[src/rtl/ps2_pkg.sv]
// ps2_pkg: constants shared by the PS/2 receiver and the key-decoding stage.
//   PS2_FRAME_BITS : bits per device-to-host frame (start, 8 data, parity, stop)
//   PS2_BREAK      : key-release prefix byte
//   PS2_EXT        : extended-key prefix byte
//   frame_ok()     : start/stop/odd-parity check on a captured frame
package ps2_pkg;

  localparam int         PS2_FRAME_BITS = 11;
  localparam logic [7:0] PS2_BREAK      = 8'hF0;
  localparam logic [7:0] PS2_EXT        = 8'hE0;

  // Bit counter value at which the incoming bit is the stop bit.
  localparam logic [3:0] CNT_STOP = 4'd10;

  // Frame layout (index 0 arrives first):
  //   [0] start, [8:1] D0..D7, [9] odd parity, [10] stop.
  // Odd parity means the XOR of data and parity bits is 1.
  function automatic logic frame_ok(input logic [PS2_FRAME_BITS-1:0] f);
    return (f[0] == 1'b0) && (f[10] == 1'b1) && (^f[9:1] == 1'b1);
  endfunction

endpackage

[src/rtl/ps2_byte_fifo.sv]
// ps2_byte_fifo: byte queue between the frame receiver and the key handler.
//   clk, clrn : clock, synchronous active-low reset (clears pointers and mem)
//   push      : write wdata this cycle (ignored when full unless popping)
//   pop       : advance the head this cycle (ignored when empty)
//   wdata     : byte to write
//   head      : byte at the queue head (combinational read)
//   full      : no free entry
//   empty     : no stored entry
// Pointers carry one extra wrap bit so full and empty are distinguishable.
// When full, a push in the same cycle as a pop is accepted.
module ps2_byte_fifo #(
  parameter int DEPTH = 8
) (
  input  logic       clk,
  input  logic       clrn,
  input  logic       push,
  input  logic       pop,
  input  logic [7:0] wdata,
  output logic [7:0] head,
  output logic       full,
  output logic       empty
);

  localparam int AW = $clog2(DEPTH);

  logic [7:0]  mem [DEPTH];
  logic [AW:0] wr_ptr;
  logic [AW:0] rd_ptr;
  logic        do_pop;
  logic        do_push;

  assign empty   = (wr_ptr == rd_ptr);
  assign full    = (wr_ptr[AW] != rd_ptr[AW]) &&
                   (wr_ptr[AW-1:0] == rd_ptr[AW-1:0]);
  assign head    = mem[rd_ptr[AW-1:0]];
  assign do_pop  = pop && !empty;
  assign do_push = push && (!full || do_pop);

  always_ff @(posedge clk) begin
    if (!clrn) begin
      wr_ptr <= '0;
      rd_ptr <= '0;
      for (int i = 0; i < DEPTH; i++) begin
        mem[i] <= 8'h00;
      end
    end else begin
      if (do_push) begin
        mem[wr_ptr[AW-1:0]] <= wdata;
        wr_ptr              <= wr_ptr + 1'b1;
      end
      if (do_pop) begin
        rd_ptr <= rd_ptr + 1'b1;
      end
    end
  end

endmodule

[src/rtl/ps2_frame_receiver.sv]
// ps2_frame_receiver: PS/2 device-to-host receiver with byte queue.
//   clk        : system clock
//   clrn       : synchronous active-low reset
//   ps2_clk    : raw PS/2 clock pin (async, idle high)
//   ps2_data   : raw PS/2 data pin (async, idle high)
//   nextdata_n : active-low pop request, one cycle per byte
//   data       : queue head, valid while ready=1
//   ready      : queue non-empty
//   overflow   : sticky, a valid byte was dropped on a full queue
//   frame_err  : one-cycle pulse per rejected or timed-out frame
// Handshake: the consumer reads data while ready=1 and drives nextdata_n low
// for one cycle to consume it; the next byte (or ready=0) appears right after
// that edge. Pops while empty are ignored.
module ps2_frame_receiver
  import ps2_pkg::*;
#(
  parameter int FIFO_DEPTH     = 8,
  parameter int TIMEOUT_CYCLES = 50000
) (
  input  logic       clk,
  input  logic       clrn,
  input  logic       ps2_clk,
  input  logic       ps2_data,
  input  logic       nextdata_n,
  output logic [7:0] data,
  output logic       ready,
  output logic       overflow,
  output logic       frame_err
);

  localparam int                WD_W    = $clog2(TIMEOUT_CYCLES + 1);
  localparam logic [WD_W-1:0]   WD_LAST = WD_W'(TIMEOUT_CYCLES - 1);

  // Two-flop synchronisers; clk_prev is the extra flop for edge detection.
  logic clk_s1, clk_s2, clk_prev;
  logic dat_s1, dat_s2;
  logic fall;

  logic [3:0]                cnt;
  logic [PS2_FRAME_BITS-1:0] shreg;
  logic [PS2_FRAME_BITS-1:0] frame_next;
  logic [WD_W-1:0]           wd;

  logic at_stop;
  logic good;
  logic timeout;
  logic pop;
  logic push;
  logic drop;
  logic full;
  logic empty;

  assign fall = clk_prev & ~clk_s2;

  // Bits shift in from the top so the first-received start bit ends in [0].
  assign frame_next = {dat_s2, shreg[PS2_FRAME_BITS-1:1]};

  assign at_stop = fall && (cnt == CNT_STOP);
  assign good    = frame_ok(frame_next);
  assign timeout = (cnt != 4'd0) && !fall && (wd == WD_LAST);

  assign pop   = !nextdata_n && !empty;
  assign push  = at_stop && good && (!full || pop);
  assign drop  = at_stop && good && full && !pop;
  assign ready = !empty;

  always_ff @(posedge clk) begin
    if (!clrn) begin
      clk_s1    <= 1'b1;
      clk_s2    <= 1'b1;
      clk_prev  <= 1'b1;
      dat_s1    <= 1'b1;
      dat_s2    <= 1'b1;
      cnt       <= 4'd0;
      shreg     <= '0;
      wd        <= '0;
      overflow  <= 1'b0;
      frame_err <= 1'b0;
    end else begin
      clk_s1   <= ps2_clk;
      clk_s2   <= clk_s1;
      clk_prev <= clk_s2;
      dat_s1   <= ps2_data;
      dat_s2   <= dat_s1;

      if (fall) begin
        shreg <= frame_next;
        cnt   <= at_stop ? 4'd0 : cnt + 4'd1;
        wd    <= '0;
      end else if (cnt == 4'd0) begin
        wd <= '0;
      end else if (timeout) begin
        // Truncated frame: discard and wait for the next start bit.
        cnt <= 4'd0;
        wd  <= '0;
      end else begin
        wd <= wd + 1'b1;
      end

      frame_err <= (at_stop && !good) || timeout;
      overflow  <= overflow | drop;
    end
  end

  ps2_byte_fifo #(
    .DEPTH (FIFO_DEPTH)
  ) u_fifo (
    .clk   (clk),
    .clrn  (clrn),
    .push  (push),
    .pop   (pop),
    .wdata (frame_next[8:1]),
    .head  (data),
    .full  (full),
    .empty (empty)
  );

endmodule

[config.mk]
export PLATFORM = sky130hd
export DESIGN_NAME = ps2_frame_receiver
export DESIGN_NICKNAME = d
export VERILOG_FILES = /design/src/rtl/ps2_pkg.sv /design/src/rtl/ps2_byte_fifo.sv /design/src/rtl/ps2_frame_receiver.sv
export SDC_FILE = /design/constraint.sdc
export NUM_CORES = 1
export LEC_CHECK = 0
export CORE_UTILIZATION = 50
export DETAILED_ROUTE_END_ITERATION = 8
export PLACE_DENSITY = 0.76
export SLEW_MARGIN = 10
export SYNTH_ARGS = -nofsm -noshare
export SYNTH_HDL_FRONTEND = slang
export SYNTH_HIERARCHICAL = 1
export SYNTH_SLANG_ARGS = --single-unit
[constraint.sdc]
create_clock -name clk -period 4.3 [get_ports clk]
set_input_delay 1.075 -clock clk [delete_from_list [all_inputs] [get_ports clk]]
set_output_delay 1.075 -clock clk [all_outputs]
set_load 0.01 [all_outputs]
==> summary.md, run 1 <==
| Metric | Value |
|---|---|
| Rows | 36 |
| GRT overflow | 0 |
| Critical Path AT | ~2.4 ns |
| CTS Hold Bufs | 0 |
| Critical Path Sink Type | output port |
| Unrepaired setup endpoints after global routing | false |
| Switching Share | 22.04% |
| Pint | 1414 uW |
| Via/cell ratio | 5.674 |
| CTS tree | built |
| Tcrit/Tclk final | 81.04% |
| Synthesis-stage register bit count | ~110 |
| Max_slew headroom | 21.42% |
| DR DRC count | 0 |
| Seq pwr share | ~64% |
| Non-Filler Instances | between 600 and 700 |
| Highest Clock Rate | 287.0 MHz |
| Max IR drop VDD | ~0.31 mV |
| Routability congestion estimate | between 0.8 and 0.9 |
| Initial antenna violation count | 0 |
| Fin nets | around 490 |
| I/O pin count | 16 |
| P per Cell Area | ~320 mW/mm^2 |
| Die H | 103.3 um |
| Final setup viols | 0 |
| CTS root buf | clkbuf_8 |
| Initial Util | around 52% |
| Reg clk slew, reported paths | about 0.10 ns |
| Routed length per placed instance | ~17 um |
| Max_cap viols | 0 |
| First-pass iteration count of the detailed router | 5 |
| Mapped Cells | between 400 and 500 |
| Total negative setup slack | 0 ns |
| # Post-CTS Setup Buffers | 0 |
| Die Area | roughly 0.011 mm^2 |
| Clock Power Share | 32.2% |
| Post-Route WL | roughly 11000 um |
| Fillers | 813 |
| Skew final | 0.008302 ns |
| Syn_area_per_cell | roughly 11 um^2 |
| Fraction of layout cells with a size suffix above 1 | between 10% and 20% |
| Worst Path Required | roughly 3.2 ns |
| Max H-tree Level | 3 |
| Placed Instances | 600 |
| Global-route wire length before repair | about 17000 um |
| Num CTS Buffers | 9 |
| Die width | ~100 um |
| Crit Path Max Fanout | 16 |
| Net Count, Synth | ~470 |
| Min Tclk post-route | roughly 3.5 ns |
| Startpoint Class | flip-flop |
| Least-Margin Pin Slew | approximately 1.2 ns |
| Dpl cell area | roughly 0.0054 mm^2 |
| Status | finished clean |
| Largest net degree at the start of global routing | 24 |
| Leakage | approximately 0.0018 uW |
| Post-synth ARST share | 0% |
| Max-slew violation count | 0 |
| Clock sinks | around 110 |
| Combinational Power Share | approximately 3.8% |
| Number of global-route vias before repair | between 3000 and 4000 |
| Synth-to-Final Area Change | 9.788% |
| Core Footprint | 0.009864 mm^2 |
| Cell area after layout | 0.005628 mm^2 |
| Gr usage total | roughly 22% |
| Synth Flop Type | edfxtp_1 |
| Register area | just under 0.003 mm^2 |
| Seq/Total Area, Yosys | roughly 56% |
| # diodes | 0 |
| Multi-input gate area | between 0.002 and 0.0025 mm^2 |
| Synth warnings | 6 |
| HPWL after DPL | approximately 7500 um |
| Antenna-violating nets left | 0 |
| Hold Crit Class | reg2reg |
| Post-synth EDFFs | 64 |
| Critical setup path kind | reg2out |
| Clock Latency Late Sink | ~0.38 ns |
| Switching power total | about 400 uW |
| CTS max path bufs | 2 |
| Post-cts sizing count | 0 |
| Unique masters post-synth | 50 |
| Fin. Hold Viols | 0 |
| Port Buf Inserts | 15 |
| Syn Std Cell Area | 0.005126 mm^2 |
| Via Count | ~3500 |
| Initial DRC Count | 239 |
==> area by class of cell <==
cell class              count  area share (%)
inverters                  13          0.8671
well taps                 133           2.957
flip-flops and latches    112           51.22
clock inverters             5          0.7337
multi-input cells         311           36.91
clock buffers              11           2.512
repair buffers             31           4.802
==> flip-flops by register name, indices dropped and copies added (netlist names), 4 cells and up, named ones only <==
name / count
u_fifo/mem: 64
wd: 16
shreg: 10
cnt: 4
u_fifo/rd_ptr: 4
u_fifo/wr_ptr: 4
==> cell families (layout without fill, tap and decap cells) <==
logic type,after synthesis,count (layout),share of synthesized area (%)
adders and majority gates,6,6,1.464
buffers and inverters,40,60,3.368
and+or+nand+nor,202,202,18.18
DFF,112,112,56.24
muxes,26,26,9.202
xor gates and xnor gates,21,21,4.149
AOI/OAI and AO/OA,56,56,7.396
==> stage by stage <==
step	worst slack, ns	hold slack [ns]	utilization (%)	power, uW
floorplan	0.9171	0.3863	-	1224
global placement	0.8399	0.4009	55.14	1250
detailed placement	0.7567	0.4065	55.14	1255
CTS	0.7830	0.4349	56.99	1836
global route	0.7053	0.4474	57.05	1878
finish	0.8154	0.4284	57.05	1814
==> cell usage in the layout (no fill, tap or decap), types with 2 or more instances in the layout <==
cell,n
nor2_1,86
edfxtp_1,64
nand2_1,55
dfxtp_1,48
buf_4,16
mux4_2,16
nand3_1,15
o21ai_0,15
clkdlybuf4s50_1,15
xnor2_1,14
a21boi_0,14
inv_1,13
clkbuf_8,10
mux2_2,9
nand2b_1,7
or3_1,7
nor3_1,6
a21oi_1,6
ha_1,6
nor2b_1,5
xor2_1,5
o211ai_1,4
nand4b_1,3
a31oi_1,3
o31ai_1,3
nand4_1,3
o2111ai_1,3
nor3b_1,2
a41o_1,2
nor4_1,2
clkinv_4,2
a41oi_1,2
==> worst max-delay path, cell delays in order, from the launching register on <==
cell and delay (ns):
dfxtp_1 0.82, mux4_2 0.44, mux2_2 0.28, clkdlybuf4s50_1 0.48
==> cell usage after synthesis (all sizes together), types with 6 or more instances <==
library cell   n  area share [%]
nor2          86             6.3
edfxtp        64              37
inv           13            0.95
or3            7            0.85
xnor2         14             2.4
a21oi          6            0.59
a21boi        14             2.1
nor3           6            0.59
dfxtp         48              19
mux4          16             7.0
nand3         16             1.7
ha             6             1.5
o21ai         15             1.5
clkbuf        17             1.3
nand2         55             4.0
buf           10             1.1
nand2b         7            0.85
mux2           9             2.0
==> layer usage <==
metal | vias to the layer above | part of all wire (%) | global-route usage (%)
met5 | - | 0 | 0
met4 | 0 | 3.3 | 9.859
met3 | 26 | 5.8 | 4.301
met2 | 104 | 49 | 37.23
met1 | 1689 | 42 | 27.71
li1 | 1676 | - | -
==> power groups by stage <==
stage / Sequential (uW) / Combinational, uW / Clock (uW)
2_1_floorplan: 1180 / 43.0 / 0
6_report: 1160 / 68.9 / 585
4_1_cts: 1160 / 69.4 / 605
5_1_grt: 1160 / 75.1 / 640
3_3_place_gp: 1180 / 66.1 / 0
3_5_place_dp: 1190 / 68.9 / 0
==> final timing paths <==
check             slack, ns               end  cells after the start              from
setup / recovery       0.82           data[7]                      3         flip-flop
hold / removal         0.43            dat_s2                      1            dat_s1
setup reg to reg       1.21  u_fifo/mem[3][5]                     12  u_fifo/wr_ptr[1]
hold reg to reg        0.43            dat_s2                      1            dat_s1
No activity file was read; power rests on OpenSTA's default activity.
==> run 2: changes to the inputs <==
==> constraint.sdc (replaced) <==
create_clock -name clk -period 3.3 [get_ports clk]
set_input_delay 0.825 -clock clk [delete_from_list [all_inputs] [get_ports clk]]
set_output_delay 0.825 -clock clk [all_outputs]
set_load 0.01 [all_outputs]
==> summary.md, run 2 (synthesized netlist as in run 1, its figures left out) <==
| Metric | Value |
|---|---|
| Synth-to-Final Area Change | 10.67% |
| Port Buf Inserts | 15 |
| Leakage | 0.001829 uW |
| Final setup viols | 0 |
| Via Count | about 3500 |
| # Post-CTS Setup Buffers | 0 |
| Antenna-violating nets left | 0 |
| Non-Filler Instances | slightly above 600 |
| Max-slew violation count | 0 |
| Most frequent cells in the layout | nor2_1 (86), edfxtp_1 (64), nand2_1 (55), dfxtp_1 (48), buf_4 (20) |
| Register area | between 0.002 and 0.003 mm^2 |
| Status | finished clean |
| Top flop regs | u_fifo/mem: 64 flops, wd: 16 flops, shreg: 10 flops |
| Largest register FFs | 64 |
| Post-cts sizing count | 0 |
| Biggest register | u_fifo/mem |
| Final worst slack | about 0.12 ns |
| Max_slew headroom | between 10% and 20% |
| Core Footprint | about 0.0099 mm^2 |
| Fraction of layout cells with a size suffix above 1 | about an eighth |
| Routed length per placed instance | approximately 16 um |
| Clock sinks | 112 |
| CTS max path bufs | 2 |
| Skew final | around 0.0090 ns |
| CTS Hold Bufs | 0 |
| Rows | 36 |
| Worst Path Required | approximately 2.5 ns |
| Crit Path Max Fanout | 16 |
| First-pass iteration count of the detailed router | 5 |
| Die width | about 100 um |
| Global-route wire length before repair | 16880 um |
| Hold_ws | 0.4212 ns |
| Worst hold start | clk_s1 |
| # diodes | 0 |
| Tcrit/Tclk final | between 90 and 100% |
| Initial Util | between 50% and 60% |
| Fin. Hold Viols | 0 |
| Max H-tree Level | 3 |
| Gr usage total | around a fifth |
| Critical Path AT | around 2.4 ns |
| Initial antenna violation count | 0 |
| Post-Route WL | about 10000 um |
| Multi-input gate area | between 0.002 and 0.0025 mm^2 |
| Total negative setup slack | 0 ns |
| Commonest non-fill, non-tap cell in the layout | nor2_1 |
| Max IR drop VDD | ~0.26 mV |
| Routability congestion estimate | around 0.86 |
| CTS tree | built |
| Least-Margin Pin Slew | approximately 1.2 ns |
| Reg clk slew, reported paths | around 0.1 ns |
| Num CTS Buffers | 9 |
| Max_cap viols | 0 |
| Critical setup path kind | reg2out |
| Reg2Reg Launch Point | u_fifo/wr_ptr[1] |
| I/O pin count | 16 |
| P per Cell Area | 428.4 mW/mm^2 |
| Placed Instances | 604 |
| Fillers | 791 |
| HPWL after DPL | roughly 7200 um |
| Critical Path Sink Type | output port |
| Largest net degree at the start of global routing | 37 |
| Hold Crit Class | reg2reg |
| Die Area | about 0.011 mm^2 |
| Clock Latency Late Sink | 0.37 ns |
| Via/cell ratio | 5.687 |
| Highest Clock Rate | between 300 and 400 MHz |
| Initial DRC Count | between 200 and 250 |
| DR DRC count | 0 |
| Fin nets | about 490 |
| Min Tclk post-route | about 3.2 ns |
| Startpoint Class | flip-flop |
| GRT overflow | 0 |
| Die H | just over 100 um |
| Number of global-route vias before repair | roughly 3400 |
| Unrepaired setup endpoints after global routing | false |
| CTS root buf | clkbuf_8 |
| Dpl ws | ~0.42 ns |
[run 2: cell types whose count changed in the layout (fill, tap and decap cells not counted), sizes merged]
cell	previous run	this run
bufinv	0	1
clkbuf	11	9
clkinvlp	1	2
buf	16	20
inv	14	15
clkinv	3	2
[run 2: layout make-up]
cell class / count / area share (%)
Clock inverter: 7 / 1.412
Multi-Input combinational cell: 311 / 36.50
Inverter: 13 / 0.8602
Sequential cell: 112 / 50.82
Timing Repair Buffer: 35 / 5.293
Tap cell: 133 / 2.933
Clock buffer: 9 / 2.184
[run 2: worst paths after layout]
kind	endpoint	slack, ns	cells past startpoint
max reg2reg	u_fifo/mem[0][0]	0.48	7
min	clk_s2	0.42	1
min reg2reg	clk_s2	0.42	1
max	data[7]	0.12	4
[run 2: power by group]
part | internal, uW | switching [uW] | leakage [uW]
clock | 360 | 469 | 0.0000969
combinational | 39.9 | 49.9 | 0.000683
sequential | 1500 | 11.4 | 0.00105
total | 1900 | 530 | 0.00183
[run 2: layer usage]
layer | up-vias | global-route usage (%) | part of all wire, % | wire (um)
li1 | 1682 | - | - | -
met1 | 1710 | 28.01 | 43 | 4386
met2 | 114 | 35.28 | 49 | 5015
met3 | 20 | 4.032 | 4.8 | 489
met4 | 0 | 8.776 | 2.4 | 247
met5 | - | 0 | 0 | 0
[run 2: critical path, stage by stage, from the launching register on]
cell and delay, ns:
dfxtp_1 0.33, buf_4 0.30, mux4_2 0.59, mux2_2 0.28
clkdlybuf4s50_1 0.48
[run 2: per-stage QoR]
step	util, %	cell area, um^2	total power, uW
3_5_place_dp	55.44	5469	1634
2_1_floorplan	-	5126	1594
3_3_place_gp	55.44	5469	1630
4_1_cts	57.51	5673	2448
5_1_grt	57.51	5673	2515
6_report	57.51	5673	2431
